## src/rtl/mtsp_srcop_pkg.sv

```systemverilog
`default_nettype none
// ============================================================================
// Module   : mtsp_srcop_pkg
// Brief    : Shared op-field layout, FP24 bit positions and scheduler states
//            for the MTSP source-operand scheduler.
// Revision : 1.0 - initial release
// ============================================================================
package mtsp_srcop_pkg;

    localparam int OP_W         = 2;
    localparam int SRCOP_SELECT = 0;
    localparam int SRCOP_NEGATE = 1;

    localparam int FP24_SIGN    = 23;
    localparam int FP24_EXP_MSB = 22;

    typedef enum logic [1:0] {
        IDLE  = 2'd0,
        ISSUE = 2'd1,
        DONE  = 2'd2
    } srcop_sched_state_t;

endpackage
`default_nettype wire

```

## src/rtl/mtsp_srcop_modifier.sv

```systemverilog
`default_nettype none
// ============================================================================
// Module   : mtsp_srcop_modifier
// Brief    : Combinational source modifier: integer negate or FP24 sign flip.
// Revision : 1.0 - initial release
// ============================================================================
module mtsp_srcop_modifier
    import mtsp_srcop_pkg::*;
(
    input  logic [OP_W-1:0] i_op,
    input  logic [31:0]     i_src,
    output logic [31:0]     o_src
);

    always_comb begin
        if (i_op[SRCOP_SELECT]) begin
            o_src = i_op[SRCOP_NEGATE] ? (32'd0 - i_src) : i_src;
        end else begin
            // Only the FP24 sign moves; the upper byte rides along untouched.
            o_src = {i_src[31:FP24_SIGN+1],
                     i_src[FP24_SIGN] ^ i_op[SRCOP_NEGATE],
                     i_src[FP24_EXP_MSB:0]};
        end
    end

endmodule
`default_nettype wire

```

## src/rtl/mtsp_srcop_scheduler.sv

```systemverilog
`default_nettype none
// ============================================================================
// Module   : mtsp_srcop_scheduler
// Brief    : Sequences up to SRC_MAX source operands through one shared
//            modifier and returns the bundle over valid/ready.
//            Optional back-to-back accept: MTSP_SRCOP_SCHED_B2B_EN.
// Revision : 1.0 - initial release
// ============================================================================
module mtsp_srcop_scheduler
    import mtsp_srcop_pkg::*;
#(
    parameter int SRC_MAX = 3
) (
    input  logic                     CLK,
    input  logic                     RST,
    input  logic                     REQ_VALID,
    output logic                     REQ_READY,
    input  logic [1:0]               REQ_COUNT,
    input  logic [SRC_MAX*OP_W-1:0]  REQ_OP,
    input  logic [SRC_MAX*32-1:0]    REQ_SRC,
    output logic                     RSP_VALID,
    input  logic                     RSP_READY,
    output logic [1:0]               RSP_COUNT,
    output logic [SRC_MAX*32-1:0]    RSP_SRC,
    output logic                     BUSY
);

    srcop_sched_state_t          r_state;
    srcop_sched_state_t          w_next;
    logic [1:0]                  r_count;
    logic [1:0]                  r_idx;
    logic [SRC_MAX*OP_W-1:0]     r_op;
    logic [SRC_MAX*32-1:0]       r_src;
    logic [SRC_MAX*32-1:0]       r_res;
    logic                        w_req_ready;
    logic                        w_rsp_valid;
    logic                        w_busy;
    logic                        w_req_fire;
    logic                        w_rsp_fire;
    logic                        w_last;
    logic [OP_W-1:0]             w_mod_op;
    logic [31:0]                 w_mod_in;
    logic [31:0]                 w_mod_out;

    assign w_req_fire = REQ_VALID & w_req_ready;
    assign w_rsp_fire = w_rsp_valid & RSP_READY;
    assign w_last     = (r_idx == (r_count - 2'd1));

    always_ff @(posedge CLK) begin
        if (RST) begin
            r_state <= IDLE;
        end else begin
            r_state <= w_next;
        end
    end

    always_comb begin
        w_next = r_state;
        case (r_state)
            IDLE: begin
                if (w_req_fire) begin
                    w_next = (REQ_COUNT == 2'd0) ? DONE : ISSUE;
                end
            end
            ISSUE: begin
                if (w_last) begin
                    w_next = DONE;
                end
            end
            DONE: begin
                if (w_rsp_fire) begin
                    w_next = IDLE;
`ifdef MTSP_SRCOP_SCHED_B2B_EN
                    if (w_req_fire) begin
                        w_next = (REQ_COUNT == 2'd0) ? DONE : ISSUE;
                    end
`endif
                end
            end
            default: w_next = IDLE;
        endcase
    end

    always_comb begin
        w_req_ready = 1'b0;
        w_rsp_valid = 1'b0;
        w_busy      = (r_state != IDLE);
        case (r_state)
            IDLE: w_req_ready = ~RST;
            DONE: begin
                w_rsp_valid = 1'b1;
`ifdef MTSP_SRCOP_SCHED_B2B_EN
                w_req_ready = ~RST & RSP_READY;
`endif
            end
            default: ;
        endcase
    end

    // One slot per ISSUE cycle feeds the single modifier instance.
    always_comb begin
        w_mod_op = '0;
        w_mod_in = '0;
        for (int i = 0; i < SRC_MAX; i++) begin
            if (r_idx == 2'(i)) begin
                w_mod_op = r_op[i*OP_W +: OP_W];
                w_mod_in = r_src[i*32 +: 32];
            end
        end
    end

    mtsp_srcop_modifier u_modifier (
        .i_op  (w_mod_op),
        .i_src (w_mod_in),
        .o_src (w_mod_out)
    );

    always_ff @(posedge CLK) begin
        if (RST) begin
            r_count <= 2'd0;
            r_idx   <= 2'd0;
            r_op    <= '0;
            r_src   <= '0;
            r_res   <= '0;
        end else if (w_req_fire) begin
            r_count <= REQ_COUNT;
            r_idx   <= 2'd0;
            r_op    <= REQ_OP;
            r_src   <= REQ_SRC;
            r_res   <= '0;
        end else if (r_state == ISSUE) begin
            for (int i = 0; i < SRC_MAX; i++) begin
                if (r_idx == 2'(i)) begin
                    r_res[i*32 +: 32] <= w_mod_out;
                end
            end
            r_idx <= r_idx + 2'd1;
        end
    end

    assign REQ_READY = w_req_ready;
    assign RSP_VALID = w_rsp_valid;
    assign BUSY      = w_busy;
    assign RSP_COUNT = r_count;
    assign RSP_SRC   = r_res;

endmodule
`default_nettype wire

```

## config.mk

```make
export PLATFORM = sky130hd
export DESIGN_NAME = mtsp_srcop_scheduler
export DESIGN_NICKNAME = d
export VERILOG_FILES = /design/src/rtl/mtsp_srcop_pkg.sv /design/src/rtl/mtsp_srcop_modifier.sv /design/src/rtl/mtsp_srcop_scheduler.sv
export SDC_FILE = /design/constraint.sdc
export NUM_CORES = 1
export LEC_CHECK = 0
export ABC_CLOCK_PERIOD_IN_PS = 4370
export BUFFER_PORTS_ARGS = -buffer_cell sky130_fd_sc_hd__buf_2
export CAP_MARGIN = 5
export CELL_PAD_IN_SITES_DETAIL_PLACEMENT = 1
export CELL_PAD_IN_SITES_GLOBAL_PLACEMENT = 1
export CORE_MARGIN = 2
export CORE_UTILIZATION = 40
export DETAILED_ROUTE_END_ITERATION = 8
export HOLD_SLACK_MARGIN = 0.08
export PLACE_DENSITY_LB_ADDON = 0.1
export SLEW_MARGIN = 20
export SYNTH_ARGS = -nofsm -noshare
export SYNTH_HDL_FRONTEND = slang
export SYNTH_SLANG_ARGS = --single-unit
export TNS_END_PERCENT = 50
```

## constraint.sdc

```tcl
create_clock -name CLK -period 4.37 [get_ports CLK]
set_input_delay 0.2185 -clock CLK [delete_from_list [all_inputs] [get_ports CLK]]
set_output_delay 0.2185 -clock CLK [all_outputs]
set_load 0.005 [all_outputs]
```

Word level (Yosys, flattened, before mapping)
Index checks and enable logic that the tools add are counted.
{"block": "totals", "reg_bits": 204, "latchBits": 0, "mem_bits_rw": 0, "mem_bits_ro": 0, "input_bits": 108, "out_inout_bits": 101, "elab_cells": 47, "n_memories": 0}
{"block": "classes", "addsub": 3, "mul": 0, "div_mod_pow": 0, "magnitude_cmp": 0, "eq_ne": 8, "shift": 0, "mux": 15, "bitwise": 4, "reduce_logical": 9}
{"operator": "2-to-1 mux 32 bit", "n": 5}
{"operator": "subtractor 1 x 32 -> 32 bit, first input constant", "n": 1}
{"operator": "2-to-1 mux 2 bit", "n": 7}
{"operator": "zero test 2 bit", "n": 3}
{"operator": "inequality test 2 bit, second input constant", "n": 3}
{"operator": "one-hot mux 2 bit (3 select lines)", "n": 1}
{"operator": "AND reduction 2 bit", "n": 3}
{"operator": "equality test 2 x 1 -> 1 bit, second input constant", "n": 2}
{"operator": "equality test 2 bit, second input constant", "n": 2}
{"operator": "AND reduction 3 bit", "n": 1}
{"operator": "adder 2 x 1 -> 2 bit, second input constant", "n": 1}
{"operator": "bitwise AND 1 bit", "n": 2}
{"operator": "equality test 2 bit", "n": 1}
{"operator": "2-to-1 mux 1 bit", "n": 2}
{"operator": "nonzero test 2 bit", "n": 1}
{"operator": "OR reduction 2 bit", "n": 1}
{"operator": "subtractor 2 x 1 -> 2 bit, second input constant", "n": 1}
{"operator": "NOT 1 bit", "n": 1}
{"operator": "bitwise XOR 1 bit", "n": 1}

Longest topological paths before layout
{"block": "logic_depth", "word_depth": 7, "depth_mapped": 16, "mapped_depth_nobuf": 11}

Modules after synthesis
A second synthesis with hierarchy kept.
{"block": "unflattened", "cells_unflattened": 945, "area_unflattened_um2": 8303.0}
{"mod": "mtsp_srcop_scheduler", "instances": 1, "cells_per_inst": 842, "area_per_inst_um2": 7622.3, "seq_area_each_um2": 4083.9}
{"mod": "mtsp_srcop_modifier", "instances": 1, "cells_per_inst": 103, "area_per_inst_um2": 680.7, "seq_area_each_um2": 0.0}

Worst setup path after synthesis
Ideal clock, no wire load.
{"block": "synth_timing", "path_kind": "register -> register", "start": "register r_idx[1]", "end": "register r_res[14], in the netlist RSP_SRC[14]", "setup_ps": 133, "t_arrival_ps": 3113, "slack_ps": 1125, "path_stages_with_launch": 17, "path_buffers": 5, "synth_period_minus_slack_ps": 3245, "path_cell_list": "dfxtp_1 > inv_1 > ha_1 > buf_6 > buf_6 > buf_6 > buf_2 > nand2_1 > a31oi_1 > inv_1 > ha_1 > nor3b_1 > nand3_2 > buf_2 > o31ai_2 > xor2_1 > a21oi_1"}
{"block": "synth_between", "elab_chain_cells": 7, "word_cells_on_any_way": 13, "cone_classes": "add/sub (1); eq/ne (2); mux (8); reduce/logical (2)"}
{"item": "from (decl)", "line_no": "mtsp_srcop_scheduler.sv:31", "source": "logic [1:0] r_idx;"}
{"item": "from (signal assigned)", "line_no": "mtsp_srcop_scheduler.sv:137", "source": "r_idx <= r_idx + 2'd1;"}
{"item": "zero test 2 bit", "line_no": "mtsp_srcop_scheduler.sv:105, mtsp_srcop_scheduler.sv:133"}
{"item": "2-to-1 mux 32 bit (3 in a row)", "line_no": "mtsp_srcop_scheduler.sv:105", "source": "if (r_idx == 2'(i)) begin"}
{"item": "subtractor 1 x 32 -> 32 bit", "line_no": "mtsp_srcop_modifier.sv:17", "source": "o_src = i_op[SRCOP_NEGATE] ? (32'd0 - i_src) : i_src;"}
{"item": "2-to-1 mux 32 bit", "line_no": "mtsp_srcop_modifier.sv:17"}
{"item": "2-to-1 mux 32 bit", "line_no": "mtsp_srcop_modifier.sv:16", "source": "if (i_op[SRCOP_SELECT]) begin"}
{"item": "to (signal, indexed assignment)", "line_no": "mtsp_srcop_scheduler.sv:134", "source": "r_res[i*32 +: 32] <= w_mod_out;"}
{"item": "to (decl)", "line_no": "mtsp_srcop_scheduler.sv:34", "source": "logic [SRC_MAX*32-1:0] r_res;"}
Several ways; a longest one is shown, not always the timed one.
A chain may end at the register's enable or synchronous reset.

Worst setup path after layout
{"block": "layout_timing", "start": "register r_idx[1]", "end": "register r_res[91], in the netlist RSP_SRC[91]"}
{"block": "layout_between", "elab_chain_cells": 7, "word_cells_on_any_way": 13, "cone_classes": "add/sub (1); eq/ne (2); mux (8); reduce/logical (2)"}
{"item": "zero test 2 bit", "line_no": "mtsp_srcop_scheduler.sv:105"}
{"item": "2-to-1 mux 32 bit (3 in a row)", "line_no": "mtsp_srcop_scheduler.sv:105"}
{"item": "subtractor 1 x 32 -> 32 bit", "line_no": "mtsp_srcop_modifier.sv:17"}
{"item": "2-to-1 mux 32 bit", "line_no": "mtsp_srcop_modifier.sv:17"}
{"item": "2-to-1 mux 32 bit", "line_no": "mtsp_srcop_modifier.sv:16"}
Several ways; a longest one is shown, not always the timed one.

==> out/results.ini <==
[status]
run_status = completed

[routing]
drcViolationCount = 0
via_per_inst = 5.36
vias = 9072
wirelength_um = 33600
drtIter0Drc = 572
first_pass_iters = 5
drt.antenna.violating_nets = 0
post_drt_wl_per_cell_um = 19.8

[power_and_ir_drop]
seqPwrFrac_pct = 40.9
p_clk_share_pct = 39.2
switching_share_pct = 29.8
combPwrFrac_pct = 19.9
irDropWorstVdd_mv = 0.203
power.leakage_nw = 4.96
p_int_mw = 3.54
total_power_mw = 5.05
p_switching_mw = 1.51
power.density_nw_per_um2 = 417

[worst_setup_path]
crit_type = flop to flop
critPathMaxStageDelay_ps = 710
timing.rr.start = r_idx[1]
cp.arrival_ps = 4230
cp-end-kind = flop
required_ps = 4750
crit_start = r_idx[1]
ff2ff_setup_slack_ps = 520
setup.worst_path.end = RSP_SRC[91]
reg2regPathDepth = 10
path_cells = inv_1, ha_2, buf_4, and3b_1, a21oi_1, o21ai_1, or4_4, o41ai_2, xor2_1, o21ai_0
reg2reg_to = RSP_SRC[91]
crit_cells = 10
slowest_stage = or4_4
crit_buf_inv = 2
path_max_fanout = 41
startpoint_type = flop
critPathTopFamily = simple AND/OR/NAND/NOR gates

[clocking]
clock_path_buffers = 3
cts-root-buf = clkbuf_16
cts-resized-gates = 0
holdBufCountCts = 106
cts_tree = yes
post_cts_buffers = 0
clk_pin_slew_ps = 60
htreeDepth = 1
cts_sinks = 204
cts_buffers = 23
clk-insertion-delay-late_ps = 510

[yosys]
avgSynthCellArea_um2 = 8.11
syn-cell-area_um2 = 9090
ys_warn_count = 0
syn_inst = 1121
async_flop_share_pct = 0
synthXorXnorAreaFrac_pct = 2.50
yosysMostFrequentCell = dfxtp_1
synthSimpleGateAreaFrac_pct = 25.3
synthTopCellsByArea = dfxtp_1 45%, o21ai_0 8.9%, nand2_1 7.4%, nand2b_1 7.1%, nor2_1 3.3%
synth_common_cells = 204 x dfxtp_1, 180 x nand2_1, 161 x o21ai_0, 103 x nand2b_1, 79 x nor2_1
synth.top_cell.area_share_pct = 44.9
synth_compound_area_share_pct = 20.9
synthMuxAreaShare_pct = 1.33
synth_top_family_by_area = simple AND/OR/NAND/NOR gates
seq_area_frac_synth_pct = 44.9
synthFlopType = dfxtp_1
ys_types = 62
synth-adder-area-share_pct = 0.550
synth_edf_count = 0
ys_ff_latch = 204
syn_nets = 1233
synth_largest_area_cell = dfxtp_1

[placement]
port_buffers = 208
dp_slack_ps = 539
dp_hpwl_um = 21900
dp_cells = 1546
gp_congestion = 0.880
placed_area_um2 = 10300

[floorplanning]
die_x_um = 155
core_area_um2 = 22500
fp.dieH_um = 155
num_rows = 55
die_area_um2 = 24000
ios = 209
start_util_pct = 40.4

[grt]
grt.total_usage_pct = 27.1
grt_pass1_wl_um = 51500
grt_pass1_vias = 9140
grt_max_degree = 104
grt_overflow = 0
antenna_found_initial = 0

[sta]
fin_skew_ps = 9.25
worstMarginPinSlew_ps = 848
slew_violations = 0
fin_crit_sh_pct = 88.1
tns_ps = 0
whs_ps = 82.5
hold_viol_final = 0
fmax_ghz = 0.260
setup_violations = 0
relSlewSlack_pct = 42.9
min_period_ps = 3850
rsz0062_at_grt = false
setup_slack_ps = 518

[finish]
layout.cells.non_filler = 1693
final_nets = 1504
syn2layout_area_growth_pct = 33.2
design_area_um2 = 12100
num_antenna_cells = 0
finish.utilization_pct = 53.8
layout-drive-gt1-share_pct = 20.6

[hold_path]
min_path_type = input pin to flop

[flow_run]
cap_violations = 0

[worst min-delay path by stage]
| stage | end | from | depth (start not counted) |
|---|---|---|---|
| floorplan | r_src[66] | REQ_SRC[66] | 2 |
| global placement | r_src[38] | REQ_SRC[38] | 3 |
| detailed placement | r_src[9] | REQ_SRC[9] | 3 |
| CTS | r_state[0] | RSP_READY | 4 |
| global route | r_state[0] | RSP_READY | 4 |
| finish | r_state[0] | RSP_READY | 4 |
[placed cells by master (no fill, tap or decap), types with 4 or more instances in the layout]
cell type,Yosys,layout
a211oi_1,22,22
a21oi_1,55,54
a221oi_1,7,7
a22o_1,4,4
a2bb2oi_1,17,17
a31oi_1,9,9
and2_1,5,4
and3_1,6,6
buf_2,5,208
buf_4,2,17
clkbuf_1,71,4
clkbuf_16,0,23
clkbuf_8,0,6
clkinv_2,0,4
dfxtp_1,204,204
dlygate4sd3_1,0,106
inv_1,10,10
mux2i_1,11,11
nand2_1,180,180
nand2b_1,103,103
nand3b_1,31,31
nor2_1,79,79
nor2b_1,13,13
nor3_1,13,13
o21ai_0,161,161
o21ai_1,9,9
o22ai_1,7,7
o31ai_1,8,8
or3_1,6,6
xnor2_1,11,11
xor2_1,15,15
[worst min-delay path, cell delays in order]
cell and delay, ps:
buf_2 90, nor2b_1 50, nor2_1 100, a211oi_1 80
[power groups by stage]
stage	sequential, mW	clock (mW)	combinational [mW]
after floorplan	2.07	0	0.607
after global placement	2.11	0	0.891
after detailed placement	2.11	0	0.908
after CTS	2.07	2.00	0.985
after global routing	2.08	2.09	1.09
final	2.07	1.98	1.00
[flip-flops by register name, summed over array words and instances, names as in the netlist]
register   cells
RSP_SRC       96
r_src         96
r_op           6
RSP_COUNT      2
r_idx          2
r_state        2
[area by class of cell]
class | instances | area, µm²
fill | 2712 | 10400
multi-input combinational | 820 | 4610
sequential | 204 | 4080
timing repair buffer | 332 | 2250
clock buffer | 33 | 673
tap | 285 | 357
clock inverter | 8 | 95.1
inverter | 11 | 41.3
[cell families after synthesis]
family,Yosys count
XOR/XNOR,26
AND/OR/NAND/NOR,459
buffers and inverters,97
adder cells (fa/ha/maj),4
multiplexers,12
flip-flops,204
AO/OA/AOI/OAI,319
[routing by layer]
metal / vias to the layer above / track usage, % / wire, µm
li1: 4380 / - / -
met2: 263 / 46.9 / 16200
met5: - / 0 / 0
met4: 0 / 8.11 / 869
met1: 4370 / 34.9 / 14600
met3: 59 / 4.48 / 1890
Note: power is estimated with default switching activity, not from simulation.
